### src/rtl/cacheline_pkg.sv
// Shared types and constants for the single-line write-back cache controller.
// Optional statistics are enabled with the CACHELINE_CTRL_STATS_EN macro.
package cacheline_pkg;

  localparam int CL_ADDR_W = 8;
  localparam int CL_DATA_W = 32;
  localparam int STATS_W   = 16;

  // Controller states
  typedef enum logic [1:0] {
    ST_IDLE      = 2'd0,
    ST_WRITEBACK = 2'd1,
    ST_REFILL    = 2'd2,
    ST_RESP      = 2'd3
  } state_e;

  // Line layout at the default widths (the controller rebuilds it at its own widths)
  typedef struct packed {
    logic                 valid;
    logic                 dirty;
    logic [CL_ADDR_W-1:0] tag;
    logic [CL_DATA_W-1:0] data;
  } line_t;

  // Increment that sticks at all-ones instead of wrapping
  function automatic logic [STATS_W-1:0] sat_inc(input logic [STATS_W-1:0] v);
    logic [STATS_W-1:0] r;
    if (v == {STATS_W{1'b1}}) begin
      r = v;
    end else begin
      r = v + {{(STATS_W-1){1'b0}}, 1'b1};
    end
    return r;
  endfunction

endpackage

### src/rtl/cacheline_stats.sv
// Saturating hit/miss counter pair, bumped once per accepted request.
// Only instantiated when CACHELINE_CTRL_STATS_EN is defined.
module cacheline_stats
  import cacheline_pkg::*;
(
  input  logic               clock,
  input  logic               reset,
  input  logic               hit_inc,
  input  logic               miss_inc,
  output logic [STATS_W-1:0] hit_count,
  output logic [STATS_W-1:0] miss_count
);

  logic [STATS_W-1:0] hit_q, hit_d;
  logic [STATS_W-1:0] miss_q, miss_d;

  // Next counter values: saturating increment on each event
  always_comb begin
    hit_d  = hit_q;
    miss_d = miss_q;
    if (hit_inc) begin
      hit_d = sat_inc(hit_q);
    end else begin
      hit_d = hit_q;
    end
    if (miss_inc) begin
      miss_d = sat_inc(miss_q);
    end else begin
      miss_d = miss_q;
    end
  end

  // Counter registers, cleared by reset
  always_ff @(posedge clock) begin
    if (reset) begin
      hit_q  <= {STATS_W{1'b0}};
      miss_q <= {STATS_W{1'b0}};
    end else begin
      hit_q  <= hit_d;
      miss_q <= miss_d;
    end
  end

  assign hit_count  = hit_q;
  assign miss_count = miss_q;

endmodule

### src/rtl/cacheline_ctrl.sv
// Single-line write-back, write-allocate cache controller.
// Client side: valid/ready request, valid/ready response (hits answered next cycle).
// Memory side: valid/ack initiator; dirty victim is written back before a refill.
// Define CACHELINE_CTRL_STATS_EN to add saturating hit_count/miss_count outputs.
module cacheline_ctrl
  import cacheline_pkg::*;
#(
  parameter int ADDR_W = CL_ADDR_W,
  parameter int DATA_W = CL_DATA_W
) (
`ifdef CACHELINE_CTRL_STATS_EN
  output logic [STATS_W-1:0] hit_count,
  output logic [STATS_W-1:0] miss_count,
`endif
  input  logic              clock,
  input  logic              reset,
  input  logic              req_valid,
  output logic              req_ready,
  input  logic              req_write,
  input  logic [ADDR_W-1:0] req_addr,
  input  logic [DATA_W-1:0] req_wdata,
  output logic              resp_valid,
  input  logic              resp_ready,
  output logic [DATA_W-1:0] resp_rdata,
  output logic              resp_hit,
  output logic              mem_valid,
  output logic              mem_write,
  output logic [ADDR_W-1:0] mem_addr,
  output logic [DATA_W-1:0] mem_wdata,
  input  logic              mem_ack,
  input  logic [DATA_W-1:0] mem_rdata
);

  // Line record at this instance's widths
  typedef struct packed {
    logic              valid;
    logic              dirty;
    logic [ADDR_W-1:0] tag;
    logic [DATA_W-1:0] data;
  } cl_line_t;

  state_e            state_q, state_d;
  cl_line_t          line_q, line_d;
  logic              lat_write_q, lat_write_d;
  logic [ADDR_W-1:0] lat_addr_q, lat_addr_d;
  logic [DATA_W-1:0] lat_wdata_q, lat_wdata_d;
  logic [DATA_W-1:0] resp_rdata_q, resp_rdata_d;
  logic              resp_hit_q, resp_hit_d;

  logic              req_ready_q, req_ready_d;
  logic              resp_valid_q, resp_valid_d;
  logic              mem_valid_q, mem_valid_d;
  logic              mem_write_q, mem_write_d;
  logic [ADDR_W-1:0] mem_addr_q, mem_addr_d;
  logic [DATA_W-1:0] mem_wdata_q, mem_wdata_d;

  logic              hit_s;

  // Full address is the tag: one word per line
  assign hit_s = line_q.valid && (line_q.tag == req_addr);

  // Next-state, line update and response capture
  always_comb begin
    state_d      = state_q;
    line_d       = line_q;
    lat_write_d  = lat_write_q;
    lat_addr_d   = lat_addr_q;
    lat_wdata_d  = lat_wdata_q;
    resp_rdata_d = resp_rdata_q;
    resp_hit_d   = resp_hit_q;

    case (state_q)
      ST_IDLE: begin
        if (req_valid) begin
          lat_write_d = req_write;
          lat_addr_d  = req_addr;
          lat_wdata_d = req_wdata;
          if (hit_s) begin
            resp_hit_d = 1'b1;
            state_d    = ST_RESP;
            if (req_write) begin
              line_d.data  = req_wdata;
              line_d.dirty = 1'b1;
              resp_rdata_d = req_wdata;
            end else begin
              resp_rdata_d = line_q.data;
            end
          end else if (line_q.valid && line_q.dirty) begin
            state_d = ST_WRITEBACK;
          end else if (req_write) begin
            // Write-allocate straight into a clean or empty line
            line_d.valid = 1'b1;
            line_d.dirty = 1'b1;
            line_d.tag   = req_addr;
            line_d.data  = req_wdata;
            resp_rdata_d = req_wdata;
            resp_hit_d   = 1'b0;
            state_d      = ST_RESP;
          end else begin
            state_d = ST_REFILL;
          end
        end else begin
          state_d = ST_IDLE;
        end
      end

      ST_WRITEBACK: begin
        if (mem_ack) begin
          line_d.dirty = 1'b0;
          if (lat_write_q) begin
            line_d.valid = 1'b1;
            line_d.dirty = 1'b1;
            line_d.tag   = lat_addr_q;
            line_d.data  = lat_wdata_q;
            resp_rdata_d = lat_wdata_q;
            resp_hit_d   = 1'b0;
            state_d      = ST_RESP;
          end else begin
            state_d = ST_REFILL;
          end
        end else begin
          state_d = ST_WRITEBACK;
        end
      end

      ST_REFILL: begin
        if (mem_ack) begin
          line_d.valid = 1'b1;
          line_d.dirty = 1'b0;
          line_d.tag   = lat_addr_q;
          line_d.data  = mem_rdata;
          resp_rdata_d = mem_rdata;
          resp_hit_d   = 1'b0;
          state_d      = ST_RESP;
        end else begin
          state_d = ST_REFILL;
        end
      end

      ST_RESP: begin
        if (resp_ready) begin
          state_d = ST_IDLE;
        end else begin
          state_d = ST_RESP;
        end
      end

      default: begin
        state_d = ST_IDLE;
      end
    endcase
  end

  // Output values for the coming cycle, decoded from the next state
  always_comb begin
    req_ready_d  = (state_d == ST_IDLE);
    resp_valid_d = (state_d == ST_RESP);
    mem_valid_d  = (state_d == ST_WRITEBACK) || (state_d == ST_REFILL);
    mem_write_d  = (state_d == ST_WRITEBACK);
    mem_addr_d   = {ADDR_W{1'b0}};
    mem_wdata_d  = {DATA_W{1'b0}};
    if (state_d == ST_WRITEBACK) begin
      // Victim stays untouched until acked, so these hold stable
      mem_addr_d  = line_d.tag;
      mem_wdata_d = line_d.data;
    end else if (state_d == ST_REFILL) begin
      mem_addr_d  = lat_addr_d;
      mem_wdata_d = {DATA_W{1'b0}};
    end else begin
      mem_addr_d  = {ADDR_W{1'b0}};
      mem_wdata_d = {DATA_W{1'b0}};
    end
  end

  // State, line and output registers; reset aborts and invalidates the line
  always_ff @(posedge clock) begin
    if (reset) begin
      state_q      <= ST_IDLE;
      line_q       <= '0;
      lat_write_q  <= 1'b0;
      lat_addr_q   <= {ADDR_W{1'b0}};
      lat_wdata_q  <= {DATA_W{1'b0}};
      resp_rdata_q <= {DATA_W{1'b0}};
      resp_hit_q   <= 1'b0;
      req_ready_q  <= 1'b1;
      resp_valid_q <= 1'b0;
      mem_valid_q  <= 1'b0;
      mem_write_q  <= 1'b0;
      mem_addr_q   <= {ADDR_W{1'b0}};
      mem_wdata_q  <= {DATA_W{1'b0}};
    end else begin
      state_q      <= state_d;
      line_q       <= line_d;
      lat_write_q  <= lat_write_d;
      lat_addr_q   <= lat_addr_d;
      lat_wdata_q  <= lat_wdata_d;
      resp_rdata_q <= resp_rdata_d;
      resp_hit_q   <= resp_hit_d;
      req_ready_q  <= req_ready_d;
      resp_valid_q <= resp_valid_d;
      mem_valid_q  <= mem_valid_d;
      mem_write_q  <= mem_write_d;
      mem_addr_q   <= mem_addr_d;
      mem_wdata_q  <= mem_wdata_d;
    end
  end

  assign req_ready  = req_ready_q;
  assign resp_valid = resp_valid_q;
  assign resp_rdata = resp_rdata_q;
  assign resp_hit   = resp_hit_q;
  assign mem_valid  = mem_valid_q;
  assign mem_write  = mem_write_q;
  assign mem_addr   = mem_addr_q;
  assign mem_wdata  = mem_wdata_q;

`ifdef CACHELINE_CTRL_STATS_EN
  logic accept_s;

  assign accept_s = (state_q == ST_IDLE) && req_valid;

  cacheline_stats u_stats (
    .clock      (clock),
    .reset      (reset),
    .hit_inc    (accept_s && hit_s),
    .miss_inc   (accept_s && !hit_s),
    .hit_count  (hit_count),
    .miss_count (miss_count)
  );
`else
  // No statistics in this build
`endif

endmodule

### config.mk
export PLATFORM = sky130hd
export DESIGN_NAME = cacheline_ctrl
export DESIGN_NICKNAME = d
export VERILOG_FILES = /design/src/rtl/cacheline_pkg.sv /design/src/rtl/cacheline_stats.sv /design/src/rtl/cacheline_ctrl.sv
export SDC_FILE = /design/constraint.sdc
export NUM_CORES = 1
export LEC_CHECK = 0
export BUFFER_PORTS_ARGS = -buffer_cell sky130_fd_sc_hd__buf_2
export CORE_ASPECT_RATIO = 1.1
export CORE_MARGIN = 1
export CORE_UTILIZATION = 60
export CTS_CLUSTER_DIAMETER = 100
export DETAILED_ROUTE_END_ITERATION = 10
export PLACE_DENSITY = 0.86
export RECOVER_POWER = 100
export REMOVE_ABC_BUFFERS = 1
export SLEW_MARGIN = 20
export SYNTH_ARGS = -nofsm -noshare
export SYNTH_HDL_FRONTEND = slang
export SYNTH_SLANG_ARGS = --single-unit
### constraint.sdc
create_clock -name clock -period 4.95 [get_ports clock]
set_input_delay 0.495 -clock clock [delete_from_list [all_inputs] [get_ports clock]]
set_output_delay 0.495 -clock clock [all_outputs]
set_load 0.05 [all_outputs]
Word-level counts from Yosys, hierarchy flattened
Index checks and enable logic that the tools add are counted.
{ "totals": {"ff_bits": 162, "in_bits": 78, "out_inout_bits": 77} }
{ "classes": {"eq_ne": 18, "mux": 42, "bitwise_logic": 1, "reduce_logical": 11} }
{ "ops": {"columns": ["operator", "n"], "rows": [
  ["$mux W32", 9],
  ["$mux W42", 6],
  ["$pmux W42 S3", 1],
  ["$pmux W32 S3", 1],
  ["$mux W8", 5],
  ["$ne A2 B2 Y1 const B", 7],
  ["$reduce_and A7 Y1", 2],
  ["$mux W1", 13],
  ["$ne A3 B3 Y1 const B", 4],
  ["$mux W2", 5],
  ["$eq A2 B2 Y1 const B", 4],
  ["$eq A8 B8 Y1", 1],
  ["$pmux W2 S4", 1],
  ["$reduce_and A8 Y1", 1],
  ["$eq A2 B1 Y1 const B", 2],
  ["$logic_not A2 Y1", 2],
  ["$pmux W1 S3", 1],
  ["$reduce_bool A3 Y1", 1],
  ["$logic_and A1 B1 Y1", 2],
  ["$reduce_and A2 Y1", 1],
  ["$reduce_or A2 Y1", 1],
  ["$logic_or A1 B1 Y1", 1],
  ["$not A1 Y1", 1]
]} }

Depth between registers and ports, before layout
Gate-level depths: netlist (run 1).
{ "logic_depth": {"word_depth": 8, "ltp_mapped": 10, "depth_no_buf": 8} }

Least setup slack after synthesis (run 1)
Ideal clock, no wire load.
{ "synth_timing": {"path_type": "in2reg", "from": "input port mem_ack", "to": "register mem_addr_q[7] (netlist: mem_addr[7])", "setup_ns": 0.117, "arrival_ns": 2.108, "setup_slack_ns": 2.725, "cell_stages": 7, "cell_sequence": "buf_2 buf_2 mux2_2 a32o_1 a2111o_1 o221a_2 a22o_1"} }
{ "synth_between": {"elab_chain_cells": 5, "word_cells_on_any_way": 10} }
{ "synth_lines": {"columns": ["item", "line_no", "text"], "rows": [
  ["start: declaration", "cacheline_ctrl.sv:30", "input logic mem_ack,"],
  ["$mux W1 / $mux W2 (equally long branches)", "cacheline_ctrl.sv:127, cacheline_ctrl.sv:108", null],
  ["$pmux W2 S4", "cacheline_ctrl.sv:72", "case (state_q)"],
  ["$eq A2 B2 Y1", "cacheline_ctrl.sv:166", "end else if (state_d == ST_REFILL) begin"],
  ["$mux W8", "cacheline_ctrl.sv:166", null],
  ["$mux W8 *", "cacheline_ctrl.sv:162", "if (state_d == ST_WRITEBACK) begin"],
  ["end signal: assignment", "cacheline_ctrl.sv:189", "mem_addr_q <= {ADDR_W{1'b0}};"],
  ["end signal: assignment", "cacheline_ctrl.sv:203", "mem_addr_q <= mem_addr_d;"],
  ["end: declaration", "cacheline_ctrl.sv:54", "logic [ADDR_W-1:0] mem_addr_q, mem_addr_d;"]
]} }
Every way passes the cells marked *; elsewhere a longest branch is shown, timed or not. The select of a mux whose other input is x is not followed.
A chain may end at the register's enable or synchronous reset.

Final worst setup path (run 1)
{ "layout_timing": {"from": "register state_q[1]", "to": "register resp_rdata_q[2] (netlist: resp_rdata[2])"} }
{ "layout_between": {"elab_chain_cells": 3, "word_cells_on_any_way": 12} }
{ "layout_lines": {"columns": ["item", "line_no", "text"], "rows": [
  ["start: declaration", "cacheline_ctrl.sv:42", "state_e state_q, state_d;"],
  ["start signal: assignment", "cacheline_ctrl.sv:192", "state_q <= state_d;"],
  ["$eq A2 B1 Y1 (tied with other cells)", "cacheline_ctrl.sv:72", null],
  ["$ne A2 B2 Y1 (no source line) (tied with other cells)", null, null],
  ["$reduce_and A7 Y1 (no source line)", null, null],
  ["end signal: assignment", "cacheline_ctrl.sv:183", "resp_rdata_q <= {DATA_W{1'b0}};"],
  ["end signal: assignment", "cacheline_ctrl.sv:197", "resp_rdata_q <= resp_rdata_d;"],
  ["end: declaration", "cacheline_ctrl.sv:47", "logic [DATA_W-1:0] resp_rdata_q, resp_rdata_d;"]
]} }
Parallel ways exist; a longest one is shown, timed or not.

==> metrics.yaml, run 1 <==
grt-ovfl-total: 0
max_stage_delay_ns: 1.54
grt.total_usage: 0.346
synth_seq_area_share: 0.407
hpwl_um: 14400
htree_num_levels: 4
grtUsageMet3: 0.0696
gp_congestion: 0.852
grt_max_degree: 61
synthFlopType: "dfxtp_1"
rsz0062_at_grt: "false"
design_area_um2: 9110
dr.pass1.iters: 8
powerDensity_nw_per_um2: 484
fp.dieArea_um2: 13700
placed_cells: 1175
endpoint: "resp_rdata[2]"
status: "finished with violations"
slew_violations: 115
clkTransAtPathRegs_ns: 0.06
place_area_um2: 8700
wl_per_cell_um: 19.8
fmax_mhz: 250
path_max_fanout: 47
slew_headroom: -0.574
clock_path_buffers: 2
pin_count: 155
crit_slowest_cell: "ha_1"
r2r_slack_ns: 0.95
layout.cells.most_common_list: "dfxtp_1, nand2_1, nor2_1"
drt_wl_total_um: 23900
yosysTopAreaCellShare: 0.407
violations: "design-rule violations, max-capacitance violations, max-slew violations"
drv_cap: 3
yosysWarnings: 0
hold_buffers: 0
start_kind: "register"
numCtsBuffers: 17
finalHoldViolations: 0
fin_setup_tns_ns: 0
instances_no_fill: 1206
use_met2: 0.572
synth_edf_count: 0
port_buffers: 154
syn-instance-count: 931
synth_top_cell_by_area: "dfxtp_1"
cp-startpoint: "state_q[1]"
drive_above_1_share: 0.146
die_y_um: 123
setup_viol: 0
period_needed_ns: 4.00
vias: 8026
tightest_slew_ns: 2.36
crit_type: "register to register"
drtIter0Drc: 962
final_common_cell: "dfxtp_1"
worst-endpoint-arrival_ns: 4.36
grtUsageMet1: 0.432
cts_tree: "built"
grt_pass1_vias: 7476
rows: 43
busiest_layer: "met2"
clk_latency_ns: 0.43
avgSynthCellArea_um2: 8.55
antenna_found_initial: 0
dieWidth_um: 112
cts_resized: 0
hp-class: "input pin to register"
r2r_start: "state_q[1]"
root_buffer: "clkbuf_16"
ys_top_cells_by_area: "dfxtp_1, nand2_1, a22oi_1, nor2_1, a21oi_1"
synthArstFlopShare: 0
r2r_cells: 9
post-route-period-util: 0.809
num-nets-final: 1119
cts_sinks: 162
p_leak_nw: 3.61
cts_setup_buffers: 0
required_ns: 5.30
syn2layout_area_growth_pct: 14.4
drc: 14
ant_nets: 0
final_core_util: 0.714
num_antenna_cells: 0
ys_ff_latch: 162
irDropWorstVdd_v: 0.000264
crit_top_cell: "buf_4"
netlist_area_um2: 7960
crit_path_end_kind: "register"
synth_cell_types: 60
grt_pass1_wl_um: 37500
vias_per_cell: 6.66
fin_skew_ns: 0.00724
power_mw: 4.41
initial_core_util: 0.624
r2r_end: "resp_rdata[2]"
crit_chain: "inv_1 > ha_1 > a21bo_2 > nand4_1 > buf_4 > a31oi_1 > nor2_2 > buf_4 > o2bb2ai_1"
coreArea_um2: 12800
[cell families after synthesis]
group                    Yosys count  share of synthesized area
AO/OA/AOI/OAI                    308                      0.299
XOR/XNOR                           8                     0.0116
adder cells (fa/ha/maj)            4                    0.00629
buffers and inverters             92                     0.0497
flip-flops                       162                      0.407
multiplexers                      31                     0.0426
AND/OR/NAND/NOR                  326                      0.183
[layer usage]
metal,part of all wire,vias to the layer above,wire length (um)
li1,-,3656,-
met1,0.39,3792,9390
met2,0.48,508,11400
met3,0.10,70,2440
met4,0.029,0,690
met5,0,-,0
[area by class of cell]
cell class	count	area [um2]
Fill cell	1065	3640
Inverter	9	33.8
Clock inverter	6	58.8
Multi-Input combinational cell	677	4330
Clock buffer	25	455
Sequential cell	162	3240
Timing Repair Buffer	170	790
Tap cell	157	196
[state kept, by name, summed over array words and instances, names as in the netlist, 2 cells and up]
signal,flops
line_q,42
lat_wdata_q,32
mem_wdata,32
resp_rdata,32
lat_addr_q,8
mem_addr,8
state_q,2
[worst min-delay path by stage]
stage                          from         endpoint  slack [ns]  cells past startpoint
floorplan           lat_wdata_q[30]  lat_wdata_q[30]        0.43                      2
global placement     resp_rdata[12]   resp_rdata[12]        0.45                      1
detailed placement    resp_rdata[6]    resp_rdata[6]        0.44                      1
CTS                   req_wdata[30]  lat_wdata_q[30]        0.33                      3
global route           req_wdata[4]   lat_wdata_q[4]        0.34                      3
finish                 req_wdata[4]   lat_wdata_q[4]        0.33                      3
[cell usage after synthesis, types with 3 or more instances]
library cell / n
a211o_1: 16
a211oi_1: 13
a21o_1: 6
a21oi_1: 64
a221o_1: 6
a221oi_1: 9
a22o_1: 24
a22oi_1: 48
a31oi_1: 4
and2_1: 30
buf_1: 13
buf_2: 16
buf_6: 4
clkbuf_1: 50
dfxtp_1: 162
ha_1: 4
inv_1: 7
mux2_2: 23
mux2i_1: 8
nand2_1: 144
nand2b_1: 4
nand3_1: 21
nor2_1: 89
nor2b_1: 3
nor3_1: 13
nor4_1: 11
o211ai_1: 34
o21a_1: 3
o221ai_1: 4
o2bb2ai_1: 32
o311a_1: 16
o31a_1: 3
o32a_1: 8
xnor2_1: 4
xnor2_2: 3
[stage by stage]
| step | hold WS (ns) | setup slack [ns] |
|---|---|---|
| 3_3_place_gp | 0.445 | 1.81 |
| 2_1_floorplan | 0.431 | 1.16 |
| 6_report | 0.334 | 0.946 |
| 3_5_place_dp | 0.442 | 1.72 |
| 5_1_grt | 0.336 | 0.764 |
| 4_1_cts | 0.330 | 1.69 |
[power by group]
part / leakage [nW] / switching [mW] / total (mW) / internal [mW]
Combinational: 2.04 / 1.15 / 1.58 / 0.426
Sequential: 1.32 / 0.135 / 1.64 / 1.50
Clock: 0.253 / 0.507 / 1.19 / 0.686
[critical path, delay by kind of cell (launching register included)]
family | cells | cell delay, ns
fa+ha+maj | 1 | 1.54
buf+inv | 3 | 0.80
compound gates | 3 | 0.63
simple gates | 2 | 0.61
flops | 1 | 0.33
No activity file was read; power rests on OpenSTA's default activity.
==> run 2: changes to the inputs <==
ABC_AREA = 1   (was unset)
CORE_UTILIZATION = 57   (was 60)
PLACE_DENSITY = 0.81   (was 0.86)
clock period = 3.7 ns   (was 4.95 ns; I/O delays follow)
==> run 2 against run 1 <==
The flow now finishes without violations. Hold slack worse by 0.13 ns. Non-clock buffer count grew 1. Sequential share of layout area down 2.7 points. Sequential power grew 28%. Flip-flop and latch count did not move. First-iteration DRC count decreased by 12%. Critical endpoint is now mem_addr[3]. Largest cell class unchanged. Largest power group unchanged.
==> metrics.yaml, run 2 <==
synth-simple-area-share: 0.319
clkTransAtPathRegs_ns: 0.06
status: "finished clean"
start_kind: "register"
wl_met3_um: 2700
synth_edf_count: 0
drive_above_1_share: 0.0944
hold_buffers: 0
setup_slack_ns: 0.817
grt-ovfl-total: 0
layout.cells.most_common_list: "nand2_1, dfxtp_1, inv_1"
crit_top_cell: "nand2_1"
hp-class: "input pin to register"
wl_met2_um: 12200
top_layer: "met4"
fin_skew_ns: 0.00611
synth_top_family_by_area: "simple AND/OR/NAND/NOR gates"
synth_compound_area_frac: 0.189
max_stage_delay_ns: 0.65
cts_resized: 0
place_area_um2: 9400
finalHoldViolations: 0
synthMuxAreaShare: 0
period_needed_ns: 2.88
drv_cap: 0
grt.total_usage: 0.340
fin_setup_tns_ns: 0
coreArea_um2: 14600
setup_viol: 0
cts_setup_buffers: 0
syn2layout_area_growth_pct: 14.1
yosysMostFrequentCell: "nand2_1"
clk_latency_ns: 0.43
root_buffer: "clkbuf_16"
ys_ff_latch: 162
htree_num_levels: 4
p_leak_nw: 4.85
tightest_slew_ns: 1.29
largest_register: "line_q"
vias: 9648
grt_pass1_wl_um: 42800
path_buf_inv: 1
cts_sinks: 162
synthXorXnorAreaFrac: 0.00101
holdWs_ns: 0.205
initial_core_util: 0.591
worst-endpoint-arrival_ns: 3.25
p_clk_frac: 0.318
power_mw: 5.67
synth_top_cell_by_area: "dfxtp_1"
crit_slowest_cell: "nand2_1"
drtIter0Drc: 844
drt_wl_total_um: 26600
path_max_fanout: 19
post-route-period-util: 0.779
synth_cell_types: 37
dr.pass1.iters: 9
crit_type: "register to register"
port_buffers: 154
design_area_um2: 9870
vias_per_cell: 5.72
p_switching_mw: 2.17
placed_cells: 1655
crit_chain: "nand2_1 > inv_1 > nand2_1 > nand2_1 > nand2_1 > nand2_1 > a21oi_1 > a21oi_1 > nand4_1 > nand2_1"
cp_top_family: "simple AND/OR/NAND/NOR gates"
irDropWorstVdd_v: 0.000376
num-nets-final: 1564
instances_no_fill: 1686
drc: 0
rsz0062_at_grt: "false"
slew_violations: 0
yosysTopAreaCellShare: 0.375
seq_power_share: 0.371
combPwrFrac: 0.310
grt_pass1_vias: 8891
p_sw_frac: 0.383
cts_tree: "built"
hpwl_um: 16300
yosysWarnings: 0
gp_congestion: 0.862
avgSynthCellArea_um2: 6.27
synth_adder_area_share: 0.00579
required_ns: 4.07
synth_seq_area_share: 0.375
clock_path_buffers: 2
rows: 46
final_common_cell: "nand2_1"
die_y_um: 131
pin_count: 155
fmax_mhz: 347
synthFlopType: "dfxtp_1"
num_antenna_cells: 0
largest_register_ff_count: 42
netlist_area_um2: 8650
final_core_util: 0.675
ant_nets: 0
wl_per_cell_um: 15.8
dieWidth_um: 119
grt_max_degree: 63
ys_top_cells_by_count: "nand2_1, dfxtp_1, inv_1"
syn-instance-count: 1380
ys_top_cells_by_area: "dfxtp_1, nand2_1, a21oi_1, o21ai_0, inv_1"
numCtsBuffers: 17
routedLengthMet1_um: 10700
crit_path_end_kind: "register"
synthArstFlopShare: 0
slew_headroom: 0.140
power.internal_mw: 3.50
fp.dieArea_um2: 15700
pre_cts_slack_ns: 1.03
antenna_found_initial: 0
powerDensity_nw_per_um2: 574
run 2: changes by cell type after synthesis, sizes merged, moves of 48 or more:
cell / before / now
a21oi: 64 / 141
a22oi: 48 / 0
inv: 7 / 151
nand2: 144 / 444
nand3: 21 / 103
o21ai: 3 / 134
run 2: logic make-up (layout without fill, tap and decap cells):
| group | count (synthesis) | in the layout |
|---|---|---|
| and+or+nand+nor | 667 | 667 |
| DFF | 162 | 162 |
| xor gates and xnor gates | 1 | 1 |
| AOI/OAI and AO/OA | 306 | 306 |
| buffers and inverters | 240 | 354 |
| adders and majority gates | 4 | 4 |
run 2: worst register-to-register path, cell delays in order, from the launching register on:
cell     delay [ns]
dfxtp_1        0.53
nand2_1        0.65
inv_1          0.42
nand2_1        0.12
nand2_1        0.37
nand2_1        0.10
nand2_1        0.07
a21oi_1        0.04
a21oi_1        0.25
nand4_1        0.17
nand2_1        0.10
run 2: path summary, 6_finish.rpt:
check	from	to	slack (ns)	depth (start not counted)
worst max-delay path	lat_write_q	mem_addr[3]	0.82	10
worst min-delay path	req_wdata[16]	lat_wdata_q[16]	0.21	3
worst max register to register	lat_write_q	mem_addr[3]	0.82	10
worst min register to register	resp_rdata[3]	resp_rdata[3]	0.46	2
run 2: power by group through the flow:
stage | Sequential [mW] | Combinational (mW) | Clock [mW]
6_report | 2.10 | 1.76 | 1.80
5_1_grt | 2.13 | 1.92 | 1.89
4_1_cts | 2.10 | 1.77 | 1.80
3_5_place_dp | 2.13 | 1.76 | 0
3_3_place_gp | 2.13 | 1.73 | 0
2_1_floorplan | 2.46 | 0.901 | 0
run 2: layer usage:
layer,global-route usage,vias to the layer above
met3,0.0751,99
li1,-,4627
met4,0.192,0
met1,0.419,4360
met5,0,-
met2,0.547,562
run 2: cell type report:
type                    count  area, um2
well taps                 192        240
fillers                  1408       4750
inverters                 152        571
flip-flops and latches    162       3240
repair buffers            171        793
clock inverters            10        134
clock buffers              21        460
multi-input cells         978       4430
